## config.mk

```make
export PLATFORM = sky130hd
export DESIGN_NAME = id_stage
export DESIGN_NICKNAME = d
export VERILOG_FILES = /design/src/rtl/id_stage.sv
export SDC_FILE = /design/constraint.sdc
export NUM_CORES = 1
export LEC_CHECK = 0
export BUFFER_PORTS_ARGS = -buffer_cell sky130_fd_sc_hd__buf_4
export CORE_MARGIN = 2
export CORE_UTILIZATION = 30
export CTS_CLUSTER_SIZE = 25
export DETAILED_ROUTE_END_ITERATION = 12
export HOLD_SLACK_MARGIN = 0.15
export PLACE_DENSITY = 0.58
export SYNTH_ARGS = -nofsm -noshare
export SYNTH_HDL_FRONTEND = slang
export SYNTH_SLANG_ARGS = --single-unit
```

## constraint.sdc

```tcl
create_clock -name clk -period 9.2 [get_ports clk]
set_input_delay 1.84 -clock clk [delete_from_list [all_inputs] [get_ports clk]]
set_output_delay 1.84 -clock clk [all_outputs]
set_load 0.005 [all_outputs]
```

## src/rtl/id_stage.sv

```systemverilog
// Instruction-decode front end: IF/ID register, PC shadowing, immediate
// decode and in-ID resolution of conditional branches, JAL and JALR under
// static predict-not-taken, with the fetch redirect/squash handshake.
//
// state | meaning
// ------+-----------------------------------------------------------------
// RUN   | normal flow; a taken transfer in ID raises incorrect for a cycle
// SQ    | one squash cycle: stall fetch, load fetch PC with latched target
module id_stage #(
   parameter logic [31:0] RESET_PC = 32'h0000_0000
) (
   input  logic        clk,
   input  logic        rst,
   input  logic [31:0] inst,
   output logic [4:0]  rs1_addr,
   output logic [4:0]  rs2_addr,
   input  logic [31:0] rs1_data,
   input  logic [31:0] rs2_data,
   output logic        stall,
   output logic        incorrect,
   output logic [31:0] imm32,
   output logic        id_valid,
   output logic [31:0] id_inst,
   output logic [31:0] id_pc,
   output logic [31:0] id_imm,
   output logic [31:0] id_link
);

   typedef enum logic {S_RUN = 1'b0, S_SQ = 1'b1} state_t;

   localparam logic [6:0] OP_LOAD   = 7'b0000011;
   localparam logic [6:0] OP_IMM    = 7'b0010011;
   localparam logic [6:0] OP_AUIPC  = 7'b0010111;
   localparam logic [6:0] OP_STORE  = 7'b0100011;
   localparam logic [6:0] OP_LUI    = 7'b0110111;
   localparam logic [6:0] OP_BRANCH = 7'b1100011;
   localparam logic [6:0] OP_JALR   = 7'b1100111;
   localparam logic [6:0] OP_JAL    = 7'b1101111;

   state_t      state_q, state_d;
   logic [31:0] fpc_q, fpc_d;
   logic [31:0] id_inst_q, id_inst_d;
   logic [31:0] id_pc_q, id_pc_d;
   logic [31:0] tgt_q, tgt_d;
   logic        id_valid_q, id_valid_d;

   logic [6:0]  opcode;
   logic [2:0]  funct3;
   logic [31:0] imm_i, imm_s, imm_b, imm_u, imm_j;
   logic [31:0] jalr_tgt;
   logic [31:0] offset;
   logic        br_cond;
   logic        taken;

   assign opcode   = id_inst_q[6:0];
   assign funct3   = id_inst_q[14:12];
   assign rs1_addr = id_inst_q[19:15];
   assign rs2_addr = id_inst_q[24:20];

   assign imm_i = {{20{id_inst_q[31]}}, id_inst_q[31:20]};
   assign imm_s = {{20{id_inst_q[31]}}, id_inst_q[31:25], id_inst_q[11:7]};
   assign imm_b = {{19{id_inst_q[31]}}, id_inst_q[31], id_inst_q[7],
                   id_inst_q[30:25], id_inst_q[11:8], 1'b0};
   assign imm_u = {id_inst_q[31:12], 12'h000};
   assign imm_j = {{11{id_inst_q[31]}}, id_inst_q[31], id_inst_q[19:12],
                   id_inst_q[20], id_inst_q[30:21], 1'b0};

   // Immediate format chosen by opcode; R-type and unknown opcodes give 0
   always_comb begin
      id_imm = 32'h0;
      case (opcode)
         OP_LOAD, OP_IMM, OP_JALR: id_imm = imm_i;
         OP_STORE:                 id_imm = imm_s;
         OP_BRANCH:                id_imm = imm_b;
         OP_LUI, OP_AUIPC:         id_imm = imm_u;
         OP_JAL:                   id_imm = imm_j;
         default:                  id_imm = 32'h0;
      endcase
   end

   // Conditional-branch compare; funct3 010/011 never resolve taken
   always_comb begin
      br_cond = 1'b0;
      case (funct3)
         3'b000:  br_cond = (rs1_data == rs2_data);
         3'b001:  br_cond = (rs1_data != rs2_data);
         3'b100:  br_cond = ($signed(rs1_data) <  $signed(rs2_data));
         3'b101:  br_cond = ($signed(rs1_data) >= $signed(rs2_data));
         3'b110:  br_cond = (rs1_data <  rs2_data);
         3'b111:  br_cond = (rs1_data >= rs2_data);
         default: br_cond = 1'b0;
      endcase
   end

   // JALR offset is reported relative to the branch PC so fetch can use one adder
   assign jalr_tgt = (rs1_data + imm_i) & 32'hFFFF_FFFE;

   // Taken decision; a bubble or the squash cycle never redirects
   always_comb begin
      taken  = 1'b0;
      offset = 32'h0;
      if (id_valid_q && (state_q == S_RUN)) begin
         case (opcode)
            OP_BRANCH: begin
               taken  = br_cond;
               offset = imm_b;
            end
            OP_JAL: begin
               taken  = 1'b1;
               offset = imm_j;
            end
            OP_JALR: begin
               taken  = 1'b1;
               offset = jalr_tgt - id_pc_q;
            end
            default: begin
               taken  = 1'b0;
               offset = 32'h0;
            end
         endcase
      end
   end

   assign incorrect = taken;
   assign imm32     = taken ? offset : 32'h0;
   assign stall     = (state_q == S_SQ);

   assign id_valid  = id_valid_q;
   assign id_inst   = id_inst_q;
   assign id_pc     = id_pc_q;
   assign id_link   = id_pc_q + 32'd4;

   // Next-state: capture every cycle, squash two slots after a redirect
   always_comb begin
      state_d    = state_q;
      fpc_d      = fpc_q + 32'd4;
      tgt_d      = tgt_q;
      id_valid_d = 1'b1;
      id_inst_d  = inst;
      id_pc_d    = fpc_q;
      case (state_q)
         S_RUN: begin
            if (taken) begin
               id_valid_d = 1'b0;
               tgt_d      = (id_pc_q + offset) & 32'hFFFF_FFFC;
               state_d    = S_SQ;
            end
         end
         S_SQ: begin
            id_valid_d = 1'b0;
            fpc_d      = tgt_q;
            state_d    = S_RUN;
         end
      endcase
   end

   // State and pipeline registers
   always_ff @(posedge clk or negedge rst) begin
      if (!rst) begin
         state_q    <= S_RUN;
         fpc_q      <= RESET_PC;
         id_inst_q  <= 32'h0;
         id_pc_q    <= 32'h0;
         id_valid_q <= 1'b0;
         tgt_q      <= 32'h0;
      end else begin
         state_q    <= state_d;
         fpc_q      <= fpc_d;
         id_inst_q  <= id_inst_d;
         id_pc_q    <= id_pc_d;
         id_valid_q <= id_valid_d;
         tgt_q      <= tgt_d;
      end
   end

endmodule

```

Yosys cells after proc, flatten, opt, wreduce, memory -nomap -nowiden. Cells that the tools add are included.

Output and inout port bits: 173. Word-level logic and storage cells: 49. Register bits after elaboration: 128. Input port bits: 98.

$lt $le $gt $ge: 4. Equality and inequality tests: 15. Bitwise gates (word level): 1. Reduce and logical (&&, ||, !) cells: 6. Multiplexer cells: 12. $add $sub $neg: 5.

Operators with widths (number): $pmux 32 s5 (1); $mux 32 (3); $pmux 32 s3 (1); $add 32x3->32 const B (2); $add 32x32->32 (2); $ge 32x32->1 (2); $lt 32x32->1 (2); $eq 32x32->1 (1); $ne 32x32->1 (1); $sub 32x32->32 (1); $eq 7x7->1 const B (3); $eq 7x5->1 const B (2); $eq 7x6->1 const B (2); $eq 3x3->1 const B (4); $eq 7x2->1 const B (1); $pmux 1 s2 (3); $pmux 1 s6 (1); $reduce_or 2->1 (2); $eq 3x1->1 const B (1); $logic_not 3->1 (1); $mux 1 (3); $reduce_or 3->1 (1); $reduce_and 2->1 (1); $logic_and 1x1->1 (1); $not 1->1 (1).

Logic depth before layout (Yosys ltp).
Depth after elaboration: 6. Depth in mapped cells: 35. Gate-level depth less buffers: 35.

Worst setup path after synthesis. OpenSTA, ideal clock, no wires.

Path kind: in2out. From: in rs1_data[2]. To: out imm32[30]. Setup slack: 1.343 ns. Buffers on the path: 0. Stages on the path: 23. Required time: 7.360 ns. Arrival time: 6.017 ns. Cells stage by stage: ha_1 -> nor2b_1 -> o21ai_0 -> a21boi_0 -> o21ai_0 -> a21oi_1 -> a2111oi_0 -> o21bai_1 -> a21oi_1 -> nand3b_1 -> o21ai_0 -> xnor2_1 -> ha_1 -> a21o_1 -> a21o_1 -> a2111oi_0 -> a21oi_1 -> a31oi_1 -> inv_1 -> a21oi_1 -> xnor2_1 -> nand2_1 -> a211oi_2.

Word-level cells in the longest chain between the ends: 5. Elaborated cells between the ends (all ways): 14. Those cells by class: 2 x add/sub; 4 x order compare; 2 x eq/ne; 6 x mux.

RTL lines: start: declaration (RTL line 17) `input logic [31:0] rs1_data,`; $add 32x32->32 (tied with other cells) (RTL line 96) `assign jalr_tgt = (rs1_data + imm_i) & 32'hFFFF_FFFE;`; $sub 32x32->32 / $pmux 1 s6 (equally long branches) (RTL line 114, 84); $pmux 32 s3 / $pmux 1 s2 (equally long branches) (RTL line 103) `case (opcode)`; $mux 32 / $mux 1 (equally long branches) (RTL line 102) `if (id_valid_q && (state_q == S_RUN)) begin`; $mux 32 (*) (RTL line 125) `assign imm32 = taken ? offset : 32'h0;`; end: declaration (RTL line 21) `output logic [31:0] imm32,`.

Mark *: on every way between the ends. The rest lies on a longest branch, timed or not.

Final worst setup path. Ends and elaborated chain as after synthesis.

==> results.py <==
metrics = {
    "pwr": {
        "irDropWorstVdd_uv": 108,
        "cellPowerDensity_nw_per_um2": 153,
        "p_total_mw": 2.08,
        "p_leak_nw": 6.66,
    },
    "routing": {
        "vias": 9724,
        "drt-total-wl_mm": 35.3,
        "drcViolationCount": 0,
        "drt_iter0_drc": 637,
        "post_drt_wl_per_cell_um": 18.1,
        "dr.pass1.iters": 5,
        "vias_per_cell": 4.99,
        "ant_nets": 0,
    },
    "layout": {
        "synthToLayoutAreaGrowth_pct": 27.8,
        "fin_area_um2": 13700,
        "diodes": 0,
        "post_route_cells_drive_above_1_share": 0.238,
        "multi_input_area_um2": 6990,
        "n_fill_cell": 3509,
        "fin_nets": 1698,
        "ff_latch_area_um2": 3100,
    },
    "die": {
        "start_util": 0.303,
        "ioPinCount": 271,
        "rows": 69,
        "core_um2": 35300,
        "dieWidth_um": 193,
        "fp.dieArea_um2": 37200,
        "dieHeight_um": 193,
    },
    "flow_run": {
        "drv_cap": 0,
    },
    "timing": {
        "fin_ws_ns": 0.594,
        "slew_headroom": 0.404,
        "fmax_mhz": 116,
        "finalHoldViolCount": 0,
        "setup-tns-final_ns": 0,
        "grt_setup_unrepaired": "false",
        "finClkSkew_ns": 0.0116,
        "fin_crit_ns": 8.61,
        "fin_crit_sh": 0.935,
        "setup_viol": 0,
        "slew_violations": 0,
        "worst_pin_slew_ns": 0.891,
    },
    "clock_tree": {
        "post_cts.repair.setup_buffers": 0,
        "cts_buffers": 17,
        "clock_sinks": 124,
        "cts_tree": "done",
        "holdBufCountCts": 0,
        "htree_levels": 4,
        "clk_latency_ns": 0.43,
        "cts-root-buf": "clkbuf_16",
        "cts_buffer_depth": 2,
        "clk_pin_slew_ns": 0.06,
    },
    "grt": {
        "overflow": 0,
        "grt_pass1_vias": 9430,
        "antenna_found_initial": 0,
        "grt_max_degree": 66,
        "grt_usage": 0.189,
        "grt_first_pass_wirelength_mm": 53.6,
    },
    "logic_synthesis": {
        "yosysTopAreaCell": "dfrtp_1",
        "async_flop_share": 1.00,
        "postSynthCellCount": 1231,
        "ys_seq_area_frac": 0.290,
        "synth_top_area_share": 0.290,
        "synth_common_cells": "124 x dfrtp_1, 122 x ha_1, 102 x nand2_1",
        "yosysMostFrequentCell": "dfrtp_1",
        "synthFlopType": "dfrtp_1",
        "syn-mean-instance-area_um2": 8.68,
        "mappedNetlistArea_um2": 10700,
        "synthTopCellsByArea": "dfrtp_1 29%, ha_1 14%, xnor2_1 7.4%, a21oi_1 4.1%, nand2_1 3.6%",
        "synth_cell_types": 69,
        "ys_seq_elements": 124,
        "yosysWarnings": 0,
        "synth_edf_count": 0,
    },
    "placed_design": {
        "gp_congestion": 0.913,
        "hpwl_mm": 27.8,
        "pre_cts_slack_ns": 0.356,
        "placedInstanceArea_um2": 13100,
        "port_buffers": 265,
    },
    "outcome": {
        "outcome": "complete, no violations",
    },
    "worst_hold_path": {
        "hp-class": "flop to flop",
    },
    "critical_path": {
        "critPathArrivalTime_ns": 6.77,
        "worstPathRequired_ns": 7.36,
        "cp_max_fo": 4,
        "path_class": "primary input to output port",
        "startpoint_type": "primary input",
        "end_kind": "output port",
    },
}
## final cells by class
cell class / count / share of cell area
Sequential cell: 124 / 0.227
Clock buffer: 17 / 0.0311
Multi-Input combinational cell: 969 / 0.512
Inverter: 92 / 0.0256
Timing Repair Buffer: 273 / 0.150
Tap cell: 461 / 0.0422
Clock inverter: 14 / 0.0125
## cells in the final DEF (no fill, tap or decap), types with 6 or more instances in the layout
cell,count
a211oi_1,6
a21o_1,47
a21oi_1,87
a221o_1,6
a221oi_1,7
a22o_1,6
a22oi_1,7
and2_1,18
and3_1,14
buf_4,273
clkbuf_16,17
dfrtp_1,124
ha_1,122
inv_1,91
mux2_4,23
nand2_1,102
nand2b_1,12
nand3_1,30
nand4_1,24
nor2_1,89
nor2b_1,13
nor3_1,37
o21a_1,12
o21ai_0,64
o21bai_1,15
or3_1,13
xnor2_1,90
xor2_1,43
## final timing paths
check	cells after the start	startpoint	slack [ns]	end
max	25	rs1_data[2]	0.59	imm32[30]
min	0	fpc_q[25]$_DFF_PN0_	0.40	id_pc[25]$_DFF_PN0_
max reg2reg	34	id_inst[21]$_DFF_PN0_	1.93	tgt_q[31]$_DFFE_PN0P_
min reg2reg	0	fpc_q[25]$_DFF_PN0_	0.40	id_pc[25]$_DFF_PN0_
max in group asynchronous	2	rst	6.33	fpc_q[12]$_DFF_PN0_
min in group asynchronous	1	rst	1.53	fpc_q[7]$_DFF_PN0_
## logic make-up after synthesis
group | synth area share
multiplexers | 0.0423
AO/OA/AOI/OAI | 0.184
adder cells (fa/ha/maj) | 0.145
other | 0.000351
flip-flops | 0.290
AND/OR/NAND/NOR | 0.168
XOR/XNOR | 0.111
buffers and inverters | 0.0595
## critical path, stage by stage
cell and delay (ns):
buf_4 0.12, ha_1 0.34, nor2b_1 0.15, o21ai_0 0.25
a21boi_1 0.14, o21ai_1 0.19, a21oi_1 0.16, a2111oi_2 0.37
o21bai_1 0.16, a21oi_1 0.23, nand3b_1 0.18, o21ai_0 0.13
xnor2_1 0.15, ha_1 0.33, a21o_1 0.18, a21o_1 0.18
a2111oi_0 0.45, a21oi_1 0.11, a31oi_2 0.24, inv_1 0.06
a21oi_1 0.17, xnor2_1 0.14, nand2_1 0.09, a211oi_2 0.25
buf_4 0.14
## per-stage QoR
step           hold WS, ns   util  std cells
2_1_floorplan        0.354      -       1235
3_3_place_gp         0.363  0.370       1919
3_5_place_dp         0.367  0.370       1919
4_1_cts              0.399  0.387       1950
5_1_grt              0.406  0.387       1950
6_report             0.395  0.387       1950
## where the power goes
part	internal, mW	leakage, nW	switching, mW
Sequential	0.600	1.61	0.0803
Combinational	0.350	4.77	0.358
Clock	0.425	0.282	0.270
Total	1.38	6.66	0.709
## sequential cells by signal (all words and copies together) (netlist names)
register	cells
tgt_q	30
id_pc	30
id_valid	1
stall	1
fpc_q	30
id_inst	32
## per-layer routing
layer | share of wire | GRT usage | vias to the layer above
li1 | - | - | 4819
met1 | 0.47 | 0.255 | 4602
met2 | 0.46 | 0.302 | 252
met3 | 0.042 | 0.0260 | 51
met4 | 0.035 | 0.0843 | 0
met5 | 0 | 0 | -
## repair_timing
item,4_1_cts,5_1_grt
gates resized for setup,0,5
endpoints found under the hold margin,0,0
setup endpoints to repair,0,4
Power figures use the tool's default switching activity.
